==> src/rtl/oclib_uart_hex_decoder_if.sv <==
// Byte-in / word-out stream bundle for oclib_uart_hex_decoder.
// The slave modport is the decoder's view: it consumes bytes and produces words.
// The master modport is the view of whatever feeds bytes in and takes words out.
interface oclib_uart_hex_decoder_if #(
  parameter int Width       = 32,
  parameter int MaxDigits   = Width / 4,
  parameter int DigitCountW = $clog2(MaxDigits + 1)
);
  logic [7:0]             inData;
  logic                   inValid;
  logic                   inReady;
  logic [Width-1:0]       outData;
  logic [DigitCountW-1:0] outDigits;
  logic                   outValid;
  logic                   outReady;

  modport slave (
    input  inData, inValid, outReady,
    output inReady, outData, outDigits, outValid
  );

  modport master (
    output inData, inValid, outReady,
    input  inReady, outData, outDigits, outValid
  );
endinterface

==> src/rtl/oclib_uart_hex_decoder.sv <==
// oclib_uart_hex_decoder: parses ASCII hex text from the UART RX stage into
// binary words, one word per terminator-delimited token.
// Optional feature macro: OCLIB_UART_HEX_ECHO_EN adds a byte echo stream
// (echoData/echoValid/echoReady) for driving a UART TX stage.
module oclib_uart_hex_decoder #(
  parameter int Width       = 32,
  parameter int MaxDigits   = Width / 4,
  parameter int ErrorWidth  = 2,
  parameter int DigitCountW = $clog2(MaxDigits + 1)
) (
  input  logic                  clock,
  input  logic                  reset,
  input  logic                  clearError,
  output logic [ErrorWidth-1:0] error,
`ifdef OCLIB_UART_HEX_ECHO_EN
  output logic [7:0]            echoData,
  output logic                  echoValid,
  input  logic                  echoReady,
`endif
  oclib_uart_hex_decoder_if.slave bus
);

  typedef enum logic [1:0] {
    StIdle,
    StAccum,
    StSkip,
    StOut
  } state_t;

  typedef enum logic [2:0] {
    ClsDigit,
    ClsTerm,
    ClsBs,
    ClsEsc,
    ClsOther
  } char_class_t;

  localparam logic [DigitCountW-1:0] MaxCount = DigitCountW'(MaxDigits);

  state_t                 state;
  logic [Width-1:0]       acc;
  logic [DigitCountW-1:0] count;
  logic [Width-1:0]       out_data;
  logic [DigitCountW-1:0] out_digits;
  logic                   out_valid;
  logic [ErrorWidth-1:0]  err_set;
  char_class_t            cls;
  logic [3:0]             nibble;
  logic                   state_ready;
  logic                   in_ready;
  logic                   accept;

  // Classify the incoming byte and derive its nibble value (case-insensitive).
  always_comb begin
    cls    = ClsOther;
    nibble = 4'h0;
    if (bus.inData >= 8'h30 && bus.inData <= 8'h39) begin
      cls    = ClsDigit;
      nibble = 4'(bus.inData - 8'h30);
    end else if (bus.inData >= 8'h41 && bus.inData <= 8'h46) begin
      cls    = ClsDigit;
      nibble = 4'(bus.inData - 8'h37);
    end else if (bus.inData >= 8'h61 && bus.inData <= 8'h66) begin
      cls    = ClsDigit;
      nibble = 4'(bus.inData - 8'h57);
    end else begin
      case (bus.inData)
        8'h0A, 8'h0D, 8'h20, 8'h09: cls = ClsTerm;
        8'h08, 8'h7F:               cls = ClsBs;
        8'h1B:                      cls = ClsEsc;
        default:                    cls = ClsOther;
      endcase
    end
  end

  // Ready follows the state, is held low during reset, and waits on echo space.
  always_comb begin
    state_ready = (state != StOut);
`ifdef OCLIB_UART_HEX_ECHO_EN
    in_ready = reset && state_ready && (!echoValid || echoReady);
`else
    in_ready = reset && state_ready;
`endif
    accept = bus.inValid && in_ready;
  end

  // Work out which error bits this cycle's accepted byte sets.
  always_comb begin
    err_set = '0;
    if (accept) begin
      case (state)
        StIdle: begin
          if (cls == ClsOther) err_set[1] = 1'b1;
        end
        StAccum: begin
          if (cls == ClsDigit && count == MaxCount) err_set[0] = 1'b1;
          if (cls == ClsOther)                      err_set[1] = 1'b1;
        end
        default: ;
      endcase
    end
  end

  // Parser FSM: accumulates digits, emits words on terminators, skips bad lines.
  always_ff @(posedge clock or negedge reset) begin
    if (!reset) begin
      state      <= StIdle;
      acc        <= '0;
      count      <= '0;
      out_data   <= '0;
      out_digits <= '0;
      out_valid  <= 1'b0;
      error      <= '0;
    end else begin
      error <= (clearError ? '0 : error) | err_set;
      case (state)
        StIdle: begin
          if (accept) begin
            if (cls == ClsDigit) begin
              acc   <= Width'(nibble);
              count <= DigitCountW'(1);
              state <= StAccum;
            end else if (cls == ClsOther) begin
              state <= StSkip;
            end
          end
        end
        StAccum: begin
          if (accept) begin
            case (cls)
              ClsDigit: begin
                if (count == MaxCount) begin
                  acc   <= '0;
                  count <= '0;
                  state <= StSkip;
                end else begin
                  acc   <= (acc << 4) | Width'(nibble);
                  count <= count + DigitCountW'(1);
                end
              end
              ClsTerm: begin
                out_data   <= acc;
                out_digits <= count;
                out_valid  <= 1'b1;
                state      <= StOut;
              end
              ClsBs: begin
                acc   <= acc >> 4;
                count <= count - DigitCountW'(1);
                if (count == DigitCountW'(1)) state <= StIdle;
              end
              ClsEsc: begin
                acc   <= '0;
                count <= '0;
                state <= StIdle;
              end
              default: begin
                acc   <= '0;
                count <= '0;
                state <= StSkip;
              end
            endcase
          end
        end
        StSkip: begin
          if (accept && (cls == ClsTerm || cls == ClsEsc)) begin
            acc   <= '0;
            count <= '0;
            state <= StIdle;
          end
        end
        StOut: begin
          if (bus.outReady) begin
            out_valid <= 1'b0;
            acc       <= '0;
            count     <= '0;
            state     <= StIdle;
          end
        end
        default: state <= StIdle;
      endcase
    end
  end

`ifdef OCLIB_UART_HEX_ECHO_EN
  // Echo every accepted byte, holding it until the TX stage takes it.
  always_ff @(posedge clock or negedge reset) begin
    if (!reset) begin
      echoData  <= 8'h00;
      echoValid <= 1'b0;
    end else if (accept) begin
      echoData  <= bus.inData;
      echoValid <= 1'b1;
    end else if (echoReady) begin
      echoValid <= 1'b0;
    end
  end
`endif

  assign bus.inReady   = in_ready;
  assign bus.outData   = out_data;
  assign bus.outDigits = out_digits;
  assign bus.outValid  = out_valid;

endmodule

==> src/flat_wrapper.sv <==
// flat-port wrapper written by rule: the top's interface ports become plain ports
module oclib_uart_hex_decoder_flat 
#(
  parameter int Width       = 32,
  parameter int MaxDigits   = Width / 4,
  parameter int ErrorWidth  = 2,
  parameter int DigitCountW = $clog2(MaxDigits + 1)
)
  (clock, reset, clearError, error, bus_inData, bus_inValid, bus_outReady, bus_inReady, bus_outData, bus_outDigits, bus_outValid);
  oclib_uart_hex_decoder_if #(.Width(Width), .MaxDigits(MaxDigits), .DigitCountW(DigitCountW)) bus_i ();
  input  logic clock;
  input  logic reset;
  input  logic clearError;
  output logic [ErrorWidth-1:0] error;
  input wire logic [$bits(bus_i.inData)-1:0] bus_inData;
  input wire logic [$bits(bus_i.inValid)-1:0] bus_inValid;
  input wire logic [$bits(bus_i.outReady)-1:0] bus_outReady;
  output wire logic [$bits(bus_i.inReady)-1:0] bus_inReady;
  output wire logic [$bits(bus_i.outData)-1:0] bus_outData;
  output wire logic [$bits(bus_i.outDigits)-1:0] bus_outDigits;
  output wire logic [$bits(bus_i.outValid)-1:0] bus_outValid;
  assign bus_i.inData = bus_inData;
  assign bus_i.inValid = bus_inValid;
  assign bus_i.outReady = bus_outReady;
  assign bus_inReady = bus_i.inReady;
  assign bus_outData = bus_i.outData;
  assign bus_outDigits = bus_i.outDigits;
  assign bus_outValid = bus_i.outValid;
  oclib_uart_hex_decoder #(.Width(Width), .MaxDigits(MaxDigits), .ErrorWidth(ErrorWidth), .DigitCountW(DigitCountW)) u_core (.clock(clock), .reset(reset), .clearError(clearError), .error(error), .bus(bus_i));
endmodule
==> config.mk <==
export PLATFORM = sky130hd
export DESIGN_NAME = oclib_uart_hex_decoder_flat
export DESIGN_NICKNAME = d
export VERILOG_FILES = /design/src/rtl/oclib_uart_hex_decoder_if.sv /design/src/rtl/oclib_uart_hex_decoder.sv /design/src/flat_wrapper.sv
export SDC_FILE = /design/constraint.sdc
export NUM_CORES = 1
export LEC_CHECK = 0
export ABC_AREA = 1
export CORE_AREA = 3 3 94 96
export DETAILED_ROUTE_END_ITERATION = 6
export DIE_AREA = 0 0 97 99
export PLACE_DENSITY = 0.73
export SYNTH_ARGS = -nofsm -noshare
export SYNTH_HDL_FRONTEND = slang
export SYNTH_SLANG_ARGS = --single-unit
export TNS_END_PERCENT = 5
==> constraint.sdc <==
create_clock -name clock -period 2.28 [get_ports clock]
set_input_delay 0.342 -clock clock [delete_from_list [all_inputs] [get_ports clock]]
set_output_delay 0.342 -clock clock [all_outputs]
set_load 0.01 [all_outputs]
==> flow_summary.json <==
{
  "powerDensity_nw_per_um2": 722,
  "fin_ws_ns": 0.248,
  "start_util_pct": 49.7,
  "crit_arrival_ns": 2.27,
  "dr_wl_met3_um": 461,
  "diodes": 0,
  "p_sw_share_pct": 33.3,
  "p_seq_share_pct": 39.9,
  "avgSynthCellArea_um2": 8.19,
  "hp-class": "primary input to async pin",
  "slew_headroom_pct": 35.8,
  "via_per_inst": 5.30,
  "vias": 3584,
  "top_layer_used": "met4",
  "max_freq_ghz": 0.492,
  "ant_nets": 0,
  "clk_pin_slew_worst_paths_ns": 0.07,
  "routedWlPerCell_um": 14.3,
  "maxSlewViolCount": 0,
  "clkLatencyLatePin_ns": 0.36,
  "cts.sinks": 77,
  "p_int_mw": 2.48,
  "startpoint_type": "primary input",
  "setup_tns_ns": 0,
  "drtPass1Iterations": 4,
  "p_total_mw": 3.72,
  "combPwrFrac_pct": 29.8,
  "crit_fanout": 8,
  "switching_power_mw": 1.24,
  "end_kind": "flip-flop",
  "die-width_um": 97,
  "tightest_slew_ns": 0.964,
  "setup_viol": 0,
  "synthCells": 493,
  "area_delta_synth_final_pct": 27.4,
  "drt-met1-wl_um": 4560,
  "fin_util_pct": 63.3,
  "pin_count": 53,
  "wl_um": 9690,
  "cts_buffer_depth": 2,
  "placed_cells": 655,
  "drtIter0Drc": 222,
  "min_period_ns": 2.03,
  "place_hpwl_um": 6450,
  "yosysSeqAreaShare_pct": 47.7,
  "io_buffers": 52,
  "fin_skew_ns": 0.0111,
  "nets": 588,
  "r2r_cells": 13,
  "syn_area_um2": 4040,
  "core_area_um2": 8130,
  "instances_no_fill": 676,
  "synth_cell_type_count": 31,
  "placed_cell_area_um2": 4840,
  "cts-root-buf": "clkbuf_8",
  "cap_violations": 0,
  "numCtsBuffers": 9,
  "pwr-share-clk_pct": 30.4,
  "required_ns": 2.52,
  "rows": 33,
  "cts_tree": "built",
  "p_leak_nw": 2.33,
  "fin_hold_ws_ns": 0.236,
  "status": "finished clean",
  "vdd_drop_max_v": 0.000419,
  "rsz0062_at_grt": "no",
  "synth_nets": 514,
  "stdcell_area_um2": 5150,
  "gp_congestion": 0.898,
  "route.met2.wl_um": 4510,
  "antenna_found_initial": 0,
  "grt_overflow": 0,
  "hold_viol": 0,
  "die_h_um": 99,
  "die_area_um2": 9600,
  "grt_use_total_pct": 20.3,
  "dpl_worst_slack_ns": -0.162,
  "drc_errors": 0,
  "htreeDepth": 3,
  "yosysWarningCount": 0,
  "grt_pass1_wl_um": 16000,
  "drive_above_1_share_pct": 16.1,
  "grt_pass1_vias": 3427,
  "path_class": "primary input to flip-flop",
  "min_period_over_period_pct": 89.1,
  "grt_start_max_net_pins": 78,
  "ys_ff_latch": 77
}
cell type report:
type | instances | area (um^2)
Fill cell | 695 | 2990
Sequential cell | 77 | 1930
Clock inverter | 6 | 87.6
Inverter | 65 | 244
Tap cell | 105 | 131
Clock buffer | 9 | 124
Multi-Input combinational cell | 330 | 1750
Timing Repair Buffer | 84 | 886
kinds of logic after synthesis:
group | count (synthesis) | synth area share [%]
AND/OR/NAND/NOR | 201 | 23.8
XOR/XNOR | 4 | 0.867
AO/OA/AOI/OAI | 116 | 15.7
flip-flops | 77 | 47.7
buffers and inverters | 87 | 9.45
adder cells (fa/ha/maj) | 8 | 2.48
routing by layer:
layer | GRT usage (%) | vias up
met3 | 4.53 | 17
met4 | 7.13 | 0
met1 | 28.6 | 1706
li1 | - | 1762
met5 | 0 | -
met2 | 31.2 | 99
flip-flops by register name (all words and copies together), names as in the netlist:
| name | flops |
|---|---|
| u_core.bus.outDigits | 4 |
| u_core.state | 2 |
| u_core.error | 2 |
| u_core.acc | 32 |
| u_core.bus.outData | 32 |
| u_core.count | 4 |
| u_core.bus.outValid | 1 |
power by group through the flow:
stage	Sequential, mW	Clock [mW]	Combinational [mW]
after floorplan	1.50	0	0.655
after global placement	1.51	0	0.913
after detailed placement	1.51	0	0.937
after CTS	1.48	1.15	0.944
after global routing	1.49	1.22	1.21
final	1.48	1.13	1.11
what timing repair did:
item                       4_1_cts  5_1_grt
setup endpoints to repair        0       26
setup buffers                    0        3
gates resized for setup          0        6
hold buffers                     0        0
critical path, stage by stage:
cell and delay (ns):
clkdlybuf4s50_1 0.65, nand2_2 0.11, nor2_2 0.13, nand2_4 0.09
nand3_4 0.10, nand2_1 0.07, nand2_2 0.08, nand2_2 0.12
nor2_8 0.23, buf_4 0.17, nand2_1 0.04, o21ai_0 0.07
nand2_1 0.06
cells in the final DEF, fill, tap and decap left out, types with 2 or more instances in the layout:
| cell | Yosys | routed |
|---|---|---|
| o22ai_1 | 2 | 2 |
| nor2_1 | 14 | 13 |
| inv_1 | 60 | 58 |
| nand3_1 | 53 | 53 |
| o21ai_0 | 94 | 94 |
| clkdlybuf4s50_1 | 0 | 49 |
| buf_12 | 0 | 7 |
| nor2_4 | 2 | 3 |
| o21ai_2 | 11 | 11 |
| ha_1 | 8 | 7 |
| clkbuf_16 | 0 | 2 |
| buf_4 | 3 | 24 |
| inv_2 | 5 | 7 |
| nand2_1 | 103 | 103 |
| nand4_1 | 8 | 8 |
| xor2_1 | 3 | 3 |
| o21ai_1 | 5 | 5 |
| clkinv_2 | 0 | 2 |
| a21oi_2 | 2 | 2 |
| bufinv_16 | 0 | 2 |
| clkbuf_8 | 0 | 9 |
| nor2_2 | 3 | 4 |
| nand3_4 | 2 | 2 |
| dlymetal6s2s_1 | 0 | 2 |
| nand3_2 | 2 | 2 |
| nand2_2 | 9 | 9 |
| dfrtp_1 | 77 | 77 |
Yosys cell counts:
cell	number	area, um^2
a31oi_1	1	6.26
a21oi_2	2	17.5
nand4_1	8	50.1
o21ai_1	5	25.0
nand2_2	9	56.3
nand2_4	1	11.3
nand2_1	103	387
xor2_1	3	26.3
ha_1	8	100
dfrtp_1	77	1930
nor2_1	14	52.6
nand3b_1	1	7.51
o22ai_1	2	12.5
o21ai_2	11	96.3
nor3_1	1	5.00
clkbuf_1	9	33.8
a21oi_1	1	5.00
nand4_2	1	12.5
xnor2_1	1	8.76
buf_6	5	56.3
inv_1	60	225
nor2_8	1	20.0
nor2_2	3	18.8
buf_2	5	25.0
nor2_4	2	22.5
o21ai_0	94	470
buf_4	3	22.5
nand3_2	2	20.0
inv_2	5	18.8
nand3_4	2	35.0
nand3_1	53	265
final timing paths:
path / start / endpoint / slack (ns)
max: bus_inData[3] / u_core.acc[2] / 0.25
min: reset / u_core.bus.outData[1] / 0.24
max reg2reg: u_core.state[1] / u_core.acc[2] / 0.35
min reg2reg: u_core.bus.outData[3] / u_core.bus.outData[3] / 0.48
max in group asynchronous: reset / u_core.count[0] / 1.43
min in group clock: u_core.bus.outData[3] / u_core.bus.outData[3] / 0.48
Power figures use the tool's default switching activity.
